`src/rtl/fifo_rd_stream.sv`:
```
// fifo_rd_stream: drains a request/valid FIFO read port into a 2-entry buffer and a valid/ready stream with packet framing.
module fifo_rd_stream #(
  parameter int DATA_WIDTH = 16,
  parameter int PKT_LEN    = 16,
  parameter int CNT_W      = 8
) (
  input  logic                  clk_i,
  input  logic                  reset_i,
  input  logic                  flush_i,
  input  logic                  fifo_empty_i,
  output logic                  read_req_o,
  input  logic [DATA_WIDTH-1:0] read_data_i,
  input  logic                  rdata_valid_i,
  output logic                  m_valid_o,
  input  logic                  m_ready_i,
  output logic [DATA_WIDTH-1:0] m_data_o,
  output logic                  m_last_o,
  output logic [1:0]            occupancy_o,
  output logic                  err_unexp_o
);
  localparam logic [CNT_W-1:0] LAST = CNT_W'(PKT_LEN - 1);
  logic [DATA_WIDTH-1:0] mem_q [2];
  logic [1:0] count_q, count_d;
  logic wr_ptr_q, wr_ptr_d, rd_ptr_q, rd_ptr_d;
  logic inflight_q, drop_q, drop_d, err_q, err_d;
  logic [CNT_W-1:0] beat_q, beat_d;
  logic pop, push;
  logic [2:0] credit;
  assign m_valid_o   = count_q != 2'd0;
  assign m_data_o    = mem_q[rd_ptr_q];
  assign m_last_o    = m_valid_o & (beat_q == LAST);
  assign occupancy_o = count_q;
  assign err_unexp_o = err_q;
  // A request is allowed only if the word it returns is guaranteed a free slot.
  always_comb begin
    pop        = m_valid_o & m_ready_i;
    push       = rdata_valid_i & inflight_q & !drop_q;
    credit     = 3'(count_q) + 3'(inflight_q);
    read_req_o = !fifo_empty_i & !flush_i & !reset_i & (credit < 3'd2 + 3'(pop));
    count_d    = flush_i ? 2'd0 : count_q + 2'(push) - 2'(pop);
    wr_ptr_d   = flush_i ? 1'b0 : wr_ptr_q ^ push;
    rd_ptr_d   = flush_i ? 1'b0 : rd_ptr_q ^ pop;
    beat_d     = flush_i ? '0 : !pop ? beat_q : (beat_q == LAST) ? '0 : beat_q + 1'b1;
    drop_d     = flush_i & inflight_q;
    err_d      = err_q | (rdata_valid_i & !inflight_q & !drop_q);
  end
  always_ff @(posedge clk_i) begin
    if (reset_i) begin
      count_q    <= '0;
      wr_ptr_q   <= 1'b0;
      rd_ptr_q   <= 1'b0;
      inflight_q <= 1'b0;
      drop_q     <= 1'b0;
      err_q      <= 1'b0;
      beat_q     <= '0;
      mem_q[0]   <= '0;
      mem_q[1]   <= '0;
    end else begin
      count_q    <= count_d;
      wr_ptr_q   <= wr_ptr_d;
      rd_ptr_q   <= rd_ptr_d;
      inflight_q <= read_req_o;
      drop_q     <= drop_d;
      err_q      <= err_d;
      beat_q     <= beat_d;
      if (push && !flush_i) mem_q[wr_ptr_q] <= read_data_i;
    end
  end
endmodule

```
`config.mk`:
```
export PLATFORM = sky130hd
export DESIGN_NAME = fifo_rd_stream
export DESIGN_NICKNAME = d
export VERILOG_FILES = /design/src/rtl/fifo_rd_stream.sv
export SDC_FILE = /design/constraint.sdc
export NUM_CORES = 1
export LEC_CHECK = 0
export ABC_CLOCK_PERIOD_IN_PS = 2150
export BUFFER_PORTS_ARGS = -buffer_cell sky130_fd_sc_hd__buf_2
export CELL_PAD_IN_SITES_DETAIL_PLACEMENT = 1
export CELL_PAD_IN_SITES_GLOBAL_PLACEMENT = 2
export CORE_MARGIN = 5
export CORE_UTILIZATION = 36
export CTS_BUF_LIST = sky130_fd_sc_hd__clkbuf_16
export DETAILED_ROUTE_END_ITERATION = 10
export GPL_TIMING_DRIVEN = 0
export HOLD_SLACK_MARGIN = 0.08
export PLACE_DENSITY = 0.89
export SYNTH_ARGS = -nofsm -noshare
export SYNTH_HDL_FRONTEND = slang
export SYNTH_SLANG_ARGS = --single-unit
```
`constraint.sdc`:
```
create_clock -name clk_i -period 2.15 [get_ports clk_i]
set_input_delay 0.215 -clock clk_i [delete_from_list [all_inputs] [get_ports clk_i]]
set_output_delay 0.215 -clock clk_i [all_outputs]
set_load 0.03 [all_outputs]
```
==> summary.txt, run 1 <==
Outcome
  • Status: complete, no violations

GRT
  • Gr usage total: 0.138
  • Largest net degree at the start of global routing: 17
  • Vias in the first global route: 1567
  • Grt ovf: 0
  • First-pass GRT wire length: 7780 µm
  • Initial antenna violation count: 0

Logic synthesis
  • Mapped Nets: 193
  • Syn avg cell area: 12.8 µm²
  • Post-synth top cells: 33 x and2_1, 32 x edfxtp_1, 16 x mux2_2
  • Multiplexer area fraction after synthesis: 0.0892
  • Fraction of the mapped netlist area in simple logic gates: 0.195
  • Post-synth ARST share: 0
  • Distinct cell type count after synthesis: 32
  • Ys flop type: edfxtp_1
  • Post-synthesis sequential area ratio: 0.592
  • Adder-Cell Fraction of Synth Area: 0.0235
  • Compound-cell area share of the yosys netlist: 0.0569
  • Largest area contributor in the netlist: edfxtp_1
  • Top post-synthesis cells by area: edfxtp_1 45%, dfxtp_1 14%, and2_1 9.7%
  • Cell Area, Synth: 2130 µm²
  • Post-Synthesis Cells: 167
  • Post-synth EDFFs: 32
  • Yosys reg bits: 47
  • Yosys warns: 0
  • Post-synth top area share: 0.451
  • Largest family of logic cells by synthesized area: simple AND/OR/NAND/NOR gates
  • Most common cell in the netlist: and2_1
  • Synth Area in XOR/XNOR: 0.0246

Power and ir drop
  • Share of power burned in registers: 0.500
  • Gate power share: 0.062
  • NetSw: 418 µW
  • PwrDens: 764 nW/µm²
  • Int Power: 1580 µW
  • Max VDD drop: 0.368 mV
  • Leak pwr: 0.00107 µW
  • Switching Share: 0.210
  • Clk pwr share: 0.437

Clock tree
  • Hold buffers post-CTS: 0
  • Number of setup buffers added after CTS: 0
  • Root Driver: clkbuf_16
  • Maximum root-to-sink buffer count: 2
  • H-tree Lvls: 2
  • Num CTS Buffers: 5
  • TritonCTS clock tree: done
  • Clock-pin slew on the worst setup and hold paths: 0.06 ns
  • Clock Sinks: 47
  • Source-to-sink clock delay at the later pin of the worst-skew pair: 0.29 ns

STA
  • Max Freq: 510 MHz
  • TNS Setup: 0 ns
  • Slew at the pin with the worst max-slew slack: 0.427 ns
  • Final Skew: 0.00260 ns
  • Final Slew Violations: 0
  • Worst Setup Slack, final: 0.189 ns
  • Post-layout min period: 1.96 ns
  • RSZ-0062 raised after global routing: no
  • Hold Violations, Final: 0
  • Crit share post-route: 0.912
  • # setup viols final: 0
  • Max-slew headroom: 0.715

Placement
  • Placed instance count: 285
  • Place WS: 0.297 ns
  • RePlAce Congestion: 0.722
  • DP HPWL: 3270 µm
  • Port buffer count: 43

Critical path
  • Reg2Reg Launch Point: inflight_q
  • Cell Chain, Critical Path: ha_1, ha_1, o21ai_0, nor4b_2, buf_2
  • Worst path arrival time: 1.75 ns
  • Worst Path Buf+Inv: 1
  • Kind of critical path: flip-flop to primary output
  • CP Launch Type: flip-flop
  • CP max FO: 9
  • CP endpoint kind: primary output
  • Slowest CP cell: dfxtp_2
  • CP peak stage delay: 0.37 ns
  • Worst setup path startpoint: occupancy_o[0]
  • CP dominant cell by count: ha_1
  • Delay-heaviest family, CP: adder cells
  • Required @ worst endpoint: 1.93 ns

Min path
  • Hold Path Class: input pin to flip-flop
  • Worst hold start: reset_i

Final layout
  • Non-Filler Instances: 292
  • Area Growth Syn to Fin: 22.4%
  • ANT cells: 0
  • Final core occ: 0.446
  • Final #Nets: 242
  • # fillers: 629
  • Share of cells above drive strength 1: 0.378

Die
  • Std cell rows: 28
  • Die area: 7560 µm²
  • DIE HEIGHT: 87.0 µm
  • Ports: 44
  • Die X: 87.0 µm
  • Core area: 5850 µm²
  • Initial Util: 0.364

Drt
  • Total number of vias: 1435
  • Post-route ant nets: 0
  • First-pass DRT Iterations: 4
  • DR iter-0 viols: 78
  • WL per Instance: 15.8 µm
  • Via density: 4.91
  • Routed Wire Length: 4630 µm
  • DRC errors left: 0

Run
  • Max-cap viol count: 0
==> power groups by stage <==
stage | Clock (µW) | Sequential (µW) | Combinational (µW)
after floorplan | 0 | 1020 | 72.4
after global placement | 0 | 1010 | 124
after detailed placement | 0 | 1020 | 127
after CTS | 893 | 998 | 128
after global routing | 923 | 1000 | 136
final | 871 | 998 | 124
==> worst register-to-register path, cell delays in order, from the launching register on <==
cell and delay, ns:
dfxtp_1 0.41, nand3b_2 0.24, nor3_4 0.36, or2_2 0.45
==> repair_timing <==
item / 4_1_cts / 5_1_grt
hold endpoints to repair: 0 / 0
endpoints found under the setup margin: 0 / 10
gates resized for setup: 0 / 1
==> path summary, 6_finish.rpt <==
| path | endpoint | slack (ns) | cells after the start |
|---|---|---|---|
| setup / recovery | read_req_o | 0.19 | 5 |
| hold / removal | drop_q | 0.13 | 2 |
| setup reg to reg | mem_q[1][5] | 0.35 | 3 |
| hold reg to reg | err_unexp_o | 0.49 | 2 |
==> layout by cell type, fill, tap and decap left out, types with 3 or more instances in the layout <==
cell type / count
buf_2: 46
and2_1: 33
edfxtp_1: 32
mux2_2: 16
dfxtp_1: 14
nor2_1: 9
a21oi_1: 6
xnor2_1: 5
clkbuf_16: 5
or2_2: 4
o21ai_0: 4
nand3_1: 4
ha_1: 4
inv_1: 3
nand2_1: 3
o31ai_1: 3
or4_1: 3
==> stage by stage <==
| stage | instance area (µm²) | total power (µW) | hold slack [ns] |
|---|---|---|---|
| after CTS | 2610 | 2020 | 0.130 |
| after detailed placement | 2450 | 1140 | 0.420 |
| final | 2610 | 1990 | 0.130 |
| after floorplan | 2140 | 1090 | 0.287 |
| after global placement | 2450 | 1140 | 0.409 |
| after global routing | 2610 | 2060 | 0.144 |
==> cell families after synthesis <==
family | after synthesis
XOR/XNOR | 6
multiplexers | 17
AND/OR/NAND/NOR | 66
adder cells (fa/ha/maj) | 4
buffers and inverters | 9
flip-flops | 47
AO/OA/AOI/OAI | 18
==> sequential cells by signal (all words and copies together) (netlist names) <==
name / count
rd_ptr_q: 1
drop_q: 1
wr_ptr_q: 1
mem_q: 32
err_unexp_o: 1
occupancy_o: 2
beat_q: 8
inflight_q: 1
==> routing by layer <==
layer,part of all wire,vias up,global-route usage
li1,-,699,-
met3,0.034,4,0.0312
met2,0.53,23,0.240
met5,0,-,0
met4,0.020,0,0.0722
met1,0.41,709,0.156
==> final cells by class <==
cell class / count / area [µm²] / share of cell area
inverters: 3 / 11.3 / 0.00432
repair buffers: 43 / 215 / 0.0825
flip-flops and latches: 47 / 1260 / 0.484
clock buffers: 5 / 125 / 0.0480
plain buffers: 5 / 25.0 / 0.00959
clock inverters: 3 / 38.8 / 0.0149
well taps: 75 / 93.8 / 0.0360
multi-input cells: 111 / 837 / 0.321
No activity file was read; power rests on OpenSTA's default activity.
==> run 2, diff against run 1 <==
--- a/config.mk
+++ b/config.mk
@@ -9,6 +9,7 @@
 export BUFFER_PORTS_ARGS = -buffer_cell sky130_fd_sc_hd__buf_2
 export CELL_PAD_IN_SITES_DETAIL_PLACEMENT = 1
 export CELL_PAD_IN_SITES_GLOBAL_PLACEMENT = 2
+export CORE_ASPECT_RATIO = 0.9
 export CORE_MARGIN = 5
 export CORE_UTILIZATION = 36
 export CTS_BUF_LIST = sky130_fd_sc_hd__clkbuf_16
==> run 2 against run 1 <==
Effect of this change: wire length down 8.0%; count of clock-buffer cells in the layout is the same; setup slack gained 0.046 ns; first-iteration DRC count is 40% lower; sequential power barely moved; worst hold slack worse by 0.010 ns; register-to-register slack about the same; global-route usage down 2.0 points; non-clock buffer count unchanged; core utilization grew 0.45 points; power shrank 6.9%; critical path type unchanged; highest routed layer unchanged.
==> summary.txt, run 2 (same netlist as run 1, synthesis figures left out) <==
Power and ir drop
  • NetSw: 398 µW (-4.8%)
  • Power, Total: 1850 µW (-6.9%)
  • Switching Share: 0.214 (+0.00487)
  • PwrDens: 719 nW/µm² (-5.9%)
  • Int Power: 1460 µW (-7.5%)
  • Gate power share: 0.067 (+0.005)
  • Share of power burned in registers: 0.538 (+0.038)
  • Max VDD drop: 0.460 mV (+25%)
  • Leak pwr: 0.00106 µW (-1.0%)
  • Clk pwr share: 0.396 (-0.041)

Critical path
  • CP endpoint kind: primary output
  • Kind of critical path: flip-flop to primary output
  • CP Launch Type: flip-flop
  • Worst setup path startpoint: rd_ptr_q
  • CP max FO: 10 (+1)
  • Worst path arrival time: 1.70 ns (-0.05 ns)
  • Reg2Reg Launch Point: drop_q
  • Required @ worst endpoint: 1.93 ns (about the same)
  • Reg2reg setup slack: 0.34 ns (about the same)

Min path
  • Worst hold start: fifo_empty_i
  • Hold Path Class: input pin to flip-flop

STA
  • Final Slew Violations: 0 (unchanged)
  • Max-slew headroom: 0.714 (-0.00136)
  • Worst Setup Slack, final: 0.235 ns (+0.0458 ns)
  • Hold Worst Slack: 0.119 ns (-0.0104 ns)
  • TNS Setup: 0 ns (unchanged)
  • Final Skew: 0.00268 ns (+0.0000780 ns)
  • Slew at the pin with the worst max-slew slack: 0.429 ns (+0.00203 ns)
  • Hold Violations, Final: 0 (unchanged)
  • Max Freq: 522 MHz (+2.4%)
  • # setup viols final: 0 (unchanged)
  • RSZ-0062 raised after global routing: no
  • Crit share post-route: 0.891 (-0.0213)
  • Post-layout min period: 1.92 ns (-0.0458 ns)

Clock tree
  • Maximum root-to-sink buffer count: 2 (unchanged)
  • Source-to-sink clock delay at the later pin of the worst-skew pair: 0.28 ns (about the same)
  • Clock-pin slew on the worst setup and hold paths: 0.06 ns (about the same)
  • Clock Sinks: 47 (unchanged)
  • Hold buffers post-CTS: 0 (unchanged)
  • TritonCTS clock tree: done
  • H-tree Lvls: 2 (unchanged)
  • Root Driver: clkbuf_16
  • Num CTS Buffers: 5 (unchanged)
  • Number of setup buffers added after CTS: 0 (unchanged)

Placement
  • RePlAce Congestion: 0.751 (+4.0%)
  • Port buffer count: 43 (unchanged)
  • Place WS: 0.303 ns (+0.00557 ns)
  • Placed instance count: 280 (-1.8%)
  • DP HPWL: 3180 µm (-2.6%)

Die
  • Ports: 44 (unchanged)
  • Std cell rows: 26 (-7.1%)
  • DIE HEIGHT: 83.0 µm (-4.5%)
  • Die X: 91.1 µm (+4.8%)
  • Die area: 7560 µm² (about the same)
  • Initial Util: 0.372 (+0.00796)
  • Core area: 5730 µm² (-2.1%)

Drt
  • DR iter-0 viols: 47 (-40%)
  • Total number of vias: 1419 (-1.1%)
  • First-pass DRT Iterations: 4 (unchanged)
  • Routed Wire Length: 4260 µm (-8.0%)
  • Via density: 4.94 (+0.61%)
  • WL per Instance: 14.8 µm (-6.4%)
  • DRC errors left: 0 (unchanged)
  • Post-route ant nets: 0 (unchanged)

Final layout
  • Top reg by flops: mem_q
  • Commonest non-fill, non-tap cells in the layout: 46 x buf_2, 33 x and2_1, 32 x edfxtp_1
  • Share of cells above drive strength 1: 0.373 (-0.00461)
  • Commonest non-fill, non-tap cell in the layout: buf_2
  • Final #Nets: 242 (unchanged)
  • Non-Filler Instances: 287 (-1.7%)
  • Area Growth Syn to Fin: 21.0%
  • ANT cells: 0 (unchanged)
  • Max reg flops: 32 (unchanged)

GRT
  • Largest net degree at the start of global routing: 17 (unchanged)
  • Initial antenna violation count: 0 (unchanged)
  • Gr usage total: 0.118 (-0.0198)
  • Grt ovf: 0 (unchanged)
  • Vias in the first global route: 1573 (+0.38%)
  • First-pass GRT wire length: 7270 µm (-6.5%)

Run
  • Max-cap viol count: 0 (unchanged)

Outcome
  • Status: complete, no violations
-- run 2: cell count changes in the layout (fill, tap and decap cells not counted), sizes merged --
| cell | change |
|---|---|
| inv | +1 |
| clkinv | -1 |
| bufinv | -1 |
| clkinvlp | +1 |
-- run 2: repair_timing --
item | in CTS | in global routing
resized for setup | 0 | 0
setup endpoints to repair | 0 | 9
hold endpoints to repair | 0 | 0
-- run 2: path summary, 6_finish.rpt --
kind	to	cells after the start
min reg2reg	beat_q[7]	2
max	m_data_o[11]	3
max reg2reg	mem_q[0][3]	3
min	inflight_q	2
-- run 2: worst max-delay path: stages, from the launching register on --
cell	delay (ns)
dfxtp_1	0.52
buf_2	0.34
mux2_2	0.38
buf_2	0.18
-- run 2: stage by stage --
step           area [µm²]  utilization
2_1_floorplan        2140            -
3_3_place_gp         2440        0.426
3_5_place_dp         2440        0.426
4_1_cts              2580        0.451
5_1_grt              2580        0.450
6_report             2580        0.450
-- run 2: area by class of cell --
class | instances | area [µm²]
clock buffers | 5 | 125
inverters | 3 | 11.3
repair buffers | 43 | 215
multi-input cells | 111 | 837
plain buffers | 5 | 25.0
fillers | 621 | 3150
well taps | 70 | 87.6
clock inverters | 3 | 16.3
flip-flops and latches | 47 | 1260
-- run 2: layer usage --
metal  GRT usage  routed length (µm)  vias to the layer above  part of all wire
li1            -                   -                      701                 -
met3      0.0353                 138                        4             0.032
met5           0                   0                        -                 0
met4      0.0320                  48                        0             0.011
met1       0.136                1860                      689              0.44
met2       0.211                2210                       25              0.52
-- run 2: power groups by stage --
stage	sequential (µW)	combinational, µW	clock [µW]
2_1_floorplan	1020	72.4	0
3_3_place_gp	1010	124	0
3_5_place_dp	1020	127	0
4_1_cts	997	127	754
5_1_grt	1000	134	794
6_report	997	124	734
==> run 3, diff against run 2 <==
==> config.mk (replaced) <==
export PLATFORM = sky130hd
export DESIGN_NAME = fifo_rd_stream
export DESIGN_NICKNAME = d
export VERILOG_FILES = /design/src/rtl/fifo_rd_stream.sv
export SDC_FILE = /design/constraint.sdc
export NUM_CORES = 1
export LEC_CHECK = 0
export ABC_CLOCK_PERIOD_IN_PS = 2150
export BUFFER_PORTS_ARGS = -buffer_cell sky130_fd_sc_hd__buf_2
export CORE_ASPECT_RATIO = 0.9
export CORE_MARGIN = 5
export CORE_UTILIZATION = 45
export CTS_BUF_LIST = sky130_fd_sc_hd__clkbuf_16
export DETAILED_ROUTE_END_ITERATION = 10
export GPL_TIMING_DRIVEN = 0
export HOLD_SLACK_MARGIN = 0.08
export PLACE_DENSITY = 0.78
export SYNTH_ARGS = -nofsm -noshare
export SYNTH_HDL_FRONTEND = slang
export SYNTH_SLANG_ARGS = --single-unit
==> run 3 against run 2 <==
Effect of this change: non-clock buffer count unchanged; clock skew is 0.0047 ns higher; largest power group unchanged; sequential cell count stayed put; setup slack worse by 0.057 ns; sequential power is essentially flat; highest routed layer unchanged; design area decreased by 0.19%; die area decreased by 18%; first-iteration DRC count fell by 2.1%; count of clock-buffer cells in the layout stayed put.
==> summary.txt, run 3 (same netlist as run 1, synthesis figures left out) <==
Die
  • Initial Util: 0.472 (+0.0995)
  • Die X: 82.6 µm (-9.4%)
  • DIE HEIGHT: 75.3 µm (-9.3%)
  • Std cell rows: 23 (-12%)
  • Core area: 4520 µm² (-21%)
  • Ports: 44 (unchanged)
  • Die area: 6220 µm² (-18%)

Final layout
  • ANT cells: 0 (unchanged)
  • Register Area: 1260 µm² (about the same)
  • # fillers: 397 (-36%)
  • Area Growth Syn to Fin: 20.7%
  • Final core occ: 0.570 (+0.119)
  • Top reg by flops: mem_q
  • Max reg flops: 32 (unchanged)
  • Multi-input gate area: 837 µm² (unchanged)
  • Commonest non-fill, non-tap cells in the layout: 46 x buf_2, 33 x and2_1, 32 x edfxtp_1
  • Final #Nets: 242 (unchanged)
  • Share of cells above drive strength 1: 0.378 (+0.00461)
  • Commonest non-fill, non-tap cell in the layout: buf_2

Drt
  • DR iter-0 viols: 46 (-2.1%)
  • Via density: 4.99 (+0.84%)
  • First-pass DRT Iterations: 4 (unchanged)
  • Routed Wire Length: 4030 µm (-5.3%)
  • Total number of vias: 1391 (-2.0%)
  • DRC errors left: 0 (unchanged)
  • Post-route ant nets: 0 (unchanged)
  • WL per Instance: 14.4 µm (-2.6%)

Clock tree
  • Hold buffers post-CTS: 0 (unchanged)
  • Clock-pin slew on the worst setup and hold paths: 0.07 ns (about the same)
  • Clock Sinks: 47 (unchanged)
  • # resized after CTS: 0 (unchanged)
  • TritonCTS clock tree: done
  • H-tree Lvls: 2 (unchanged)
  • Root Driver: clkbuf_16
  • Maximum root-to-sink buffer count: 2 (unchanged)
  • Num CTS Buffers: 5 (unchanged)
  • Number of setup buffers added after CTS: 0 (unchanged)
  • Source-to-sink clock delay at the later pin of the worst-skew pair: 0.29 ns (about the same)

GRT
  • Grt ovf: 0 (unchanged)
  • Initial antenna violation count: 0 (unchanged)
  • First-pass GRT wire length: 6440 µm (-11%)
  • Gr usage total: 0.142 (+0.0235)
  • Vias in the first global route: 1377 (-12%)
  • Largest net degree at the start of global routing: 17 (unchanged)

Power and ir drop
  • Switching Share: 0.222 (+0.00756)
  • Int Power: 1460 µW (+0.30%)
  • PwrDens: 730 nW/µm² (+1.5%)
  • Gate power share: 0.065 (-0.002)
  • Leak pwr: 0.00106 µW (-0.29%)
  • Clk pwr share: 0.404 (+0.008)
  • Max VDD drop: 0.348 mV (-25%)
  • Share of power burned in registers: 0.531 (-0.007)
  • NetSw: 417 µW (+4.8%)

Outcome
  • Status: complete, no violations

STA
  • Final Slew Violations: 0 (unchanged)
  • Max Freq: 507 MHz (-2.9%)
  • Slew at the pin with the worst max-slew slack: 0.412 ns (-0.0171 ns)
  • # setup viols final: 0 (unchanged)
  • Max-slew headroom: 0.725 (+0.0114)
  • Final Skew: 0.00734 ns (+0.00466 ns)
  • TNS Setup: 0 ns (unchanged)
  • Hold Violations, Final: 0 (unchanged)
  • Post-layout min period: 1.97 ns (+0.0571 ns)
  • Crit share post-route: 0.917 (+0.0266)
  • RSZ-0062 raised after global routing: no

Critical path
  • CP max FO: 10 (unchanged)
  • Reg2Reg Launch Point: drop_q
  • CP Launch Type: flip-flop
  • CP peak stage delay: 0.56 ns (+0.04 ns)
  • CP dominant cell by count: buf_2
  • Kind of critical path: flip-flop to primary output
  • Worst path arrival time: 1.76 ns (+0.06 ns)
  • Worst R2R Path Depth: 3 (unchanged)
  • CP endpoint kind: primary output
  • Slowest CP cell: dfxtp_1
  • Required @ worst endpoint: 1.93 ns (about the same)
  • Cell Chain, Critical Path: buf_2, mux2_2, buf_2
  • Worst setup path startpoint: rd_ptr_q

Placement
  • Port buffer count: 43 (unchanged)
  • DP HPWL: 2840 µm (-11%)
  • RePlAce Congestion: 0.795 (+5.9%)

Run
  • Max-cap viol count: 0 (unchanged)

Min path
  • WHS Path Cells: 2 (unchanged)
  • Hold Path Class: input pin to flip-flop
  • Worst hold start: fifo_empty_i
-- run 3: power by group through the flow --
| stage | logic, µW | registers (µW) | clock network, µW |
|---|---|---|---|
| after floorplan | 72.4 | 1020 | 0 |
| after detailed placement | 124 | 1020 | 0 |
| after global routing | 133 | 999 | 813 |
| final | 122 | 997 | 760 |
| after global placement | 123 | 1010 | 0 |
| after CTS | 125 | 997 | 770 |
-- run 3: cell type report --
type,count,share of cell area
Sequential cell,47,0.491
Multi-Input combinational cell,111,0.325
Timing Repair Buffer,43,0.0836
Clock buffer,5,0.0486
Tap cell,62,0.0301
Buffer,5,0.00972
Clock inverter,3,0.00778
Inverter,3,0.00438
-- run 3: path summary, 6_finish.rpt --
kind	end	slack [ns]
min reg2reg	err_unexp_o	0.47
max reg2reg	mem_q[1][13]	0.36
max	m_data_o[7]	0.18
min	inflight_q	0.12
-- run 3: worst max-delay path, delay by kind of cell, from the launching register on --
kind / cells / cell delay (ns)
DFF: 1 / 0.56
buffers and inverters: 2 / 0.53
muxes: 1 / 0.38
-- run 3: through the flow --
stage	setup slack, ns	hold slack (ns)	power (µW)	cells	area [µm²]
after detailed placement	0.326	0.411	1140	272	2430
final	0.177	0.119	1880	279	2570
after global routing	0.0585	0.111	1950	279	2570
after global placement	0.364	0.410	1140	272	2430
after CTS	0.0264	0.108	1890	280	2580
after floorplan	0.198	0.287	1090	167	2140
-- run 3: metal layers --
layer	vias up	part of all wire	GRT usage
li1	699	-	-
met1	656	0.42	0.163
met2	31	0.49	0.241
met3	5	0.068	0.0567
met4	0	0.014	0.0490
met5	-	0	0
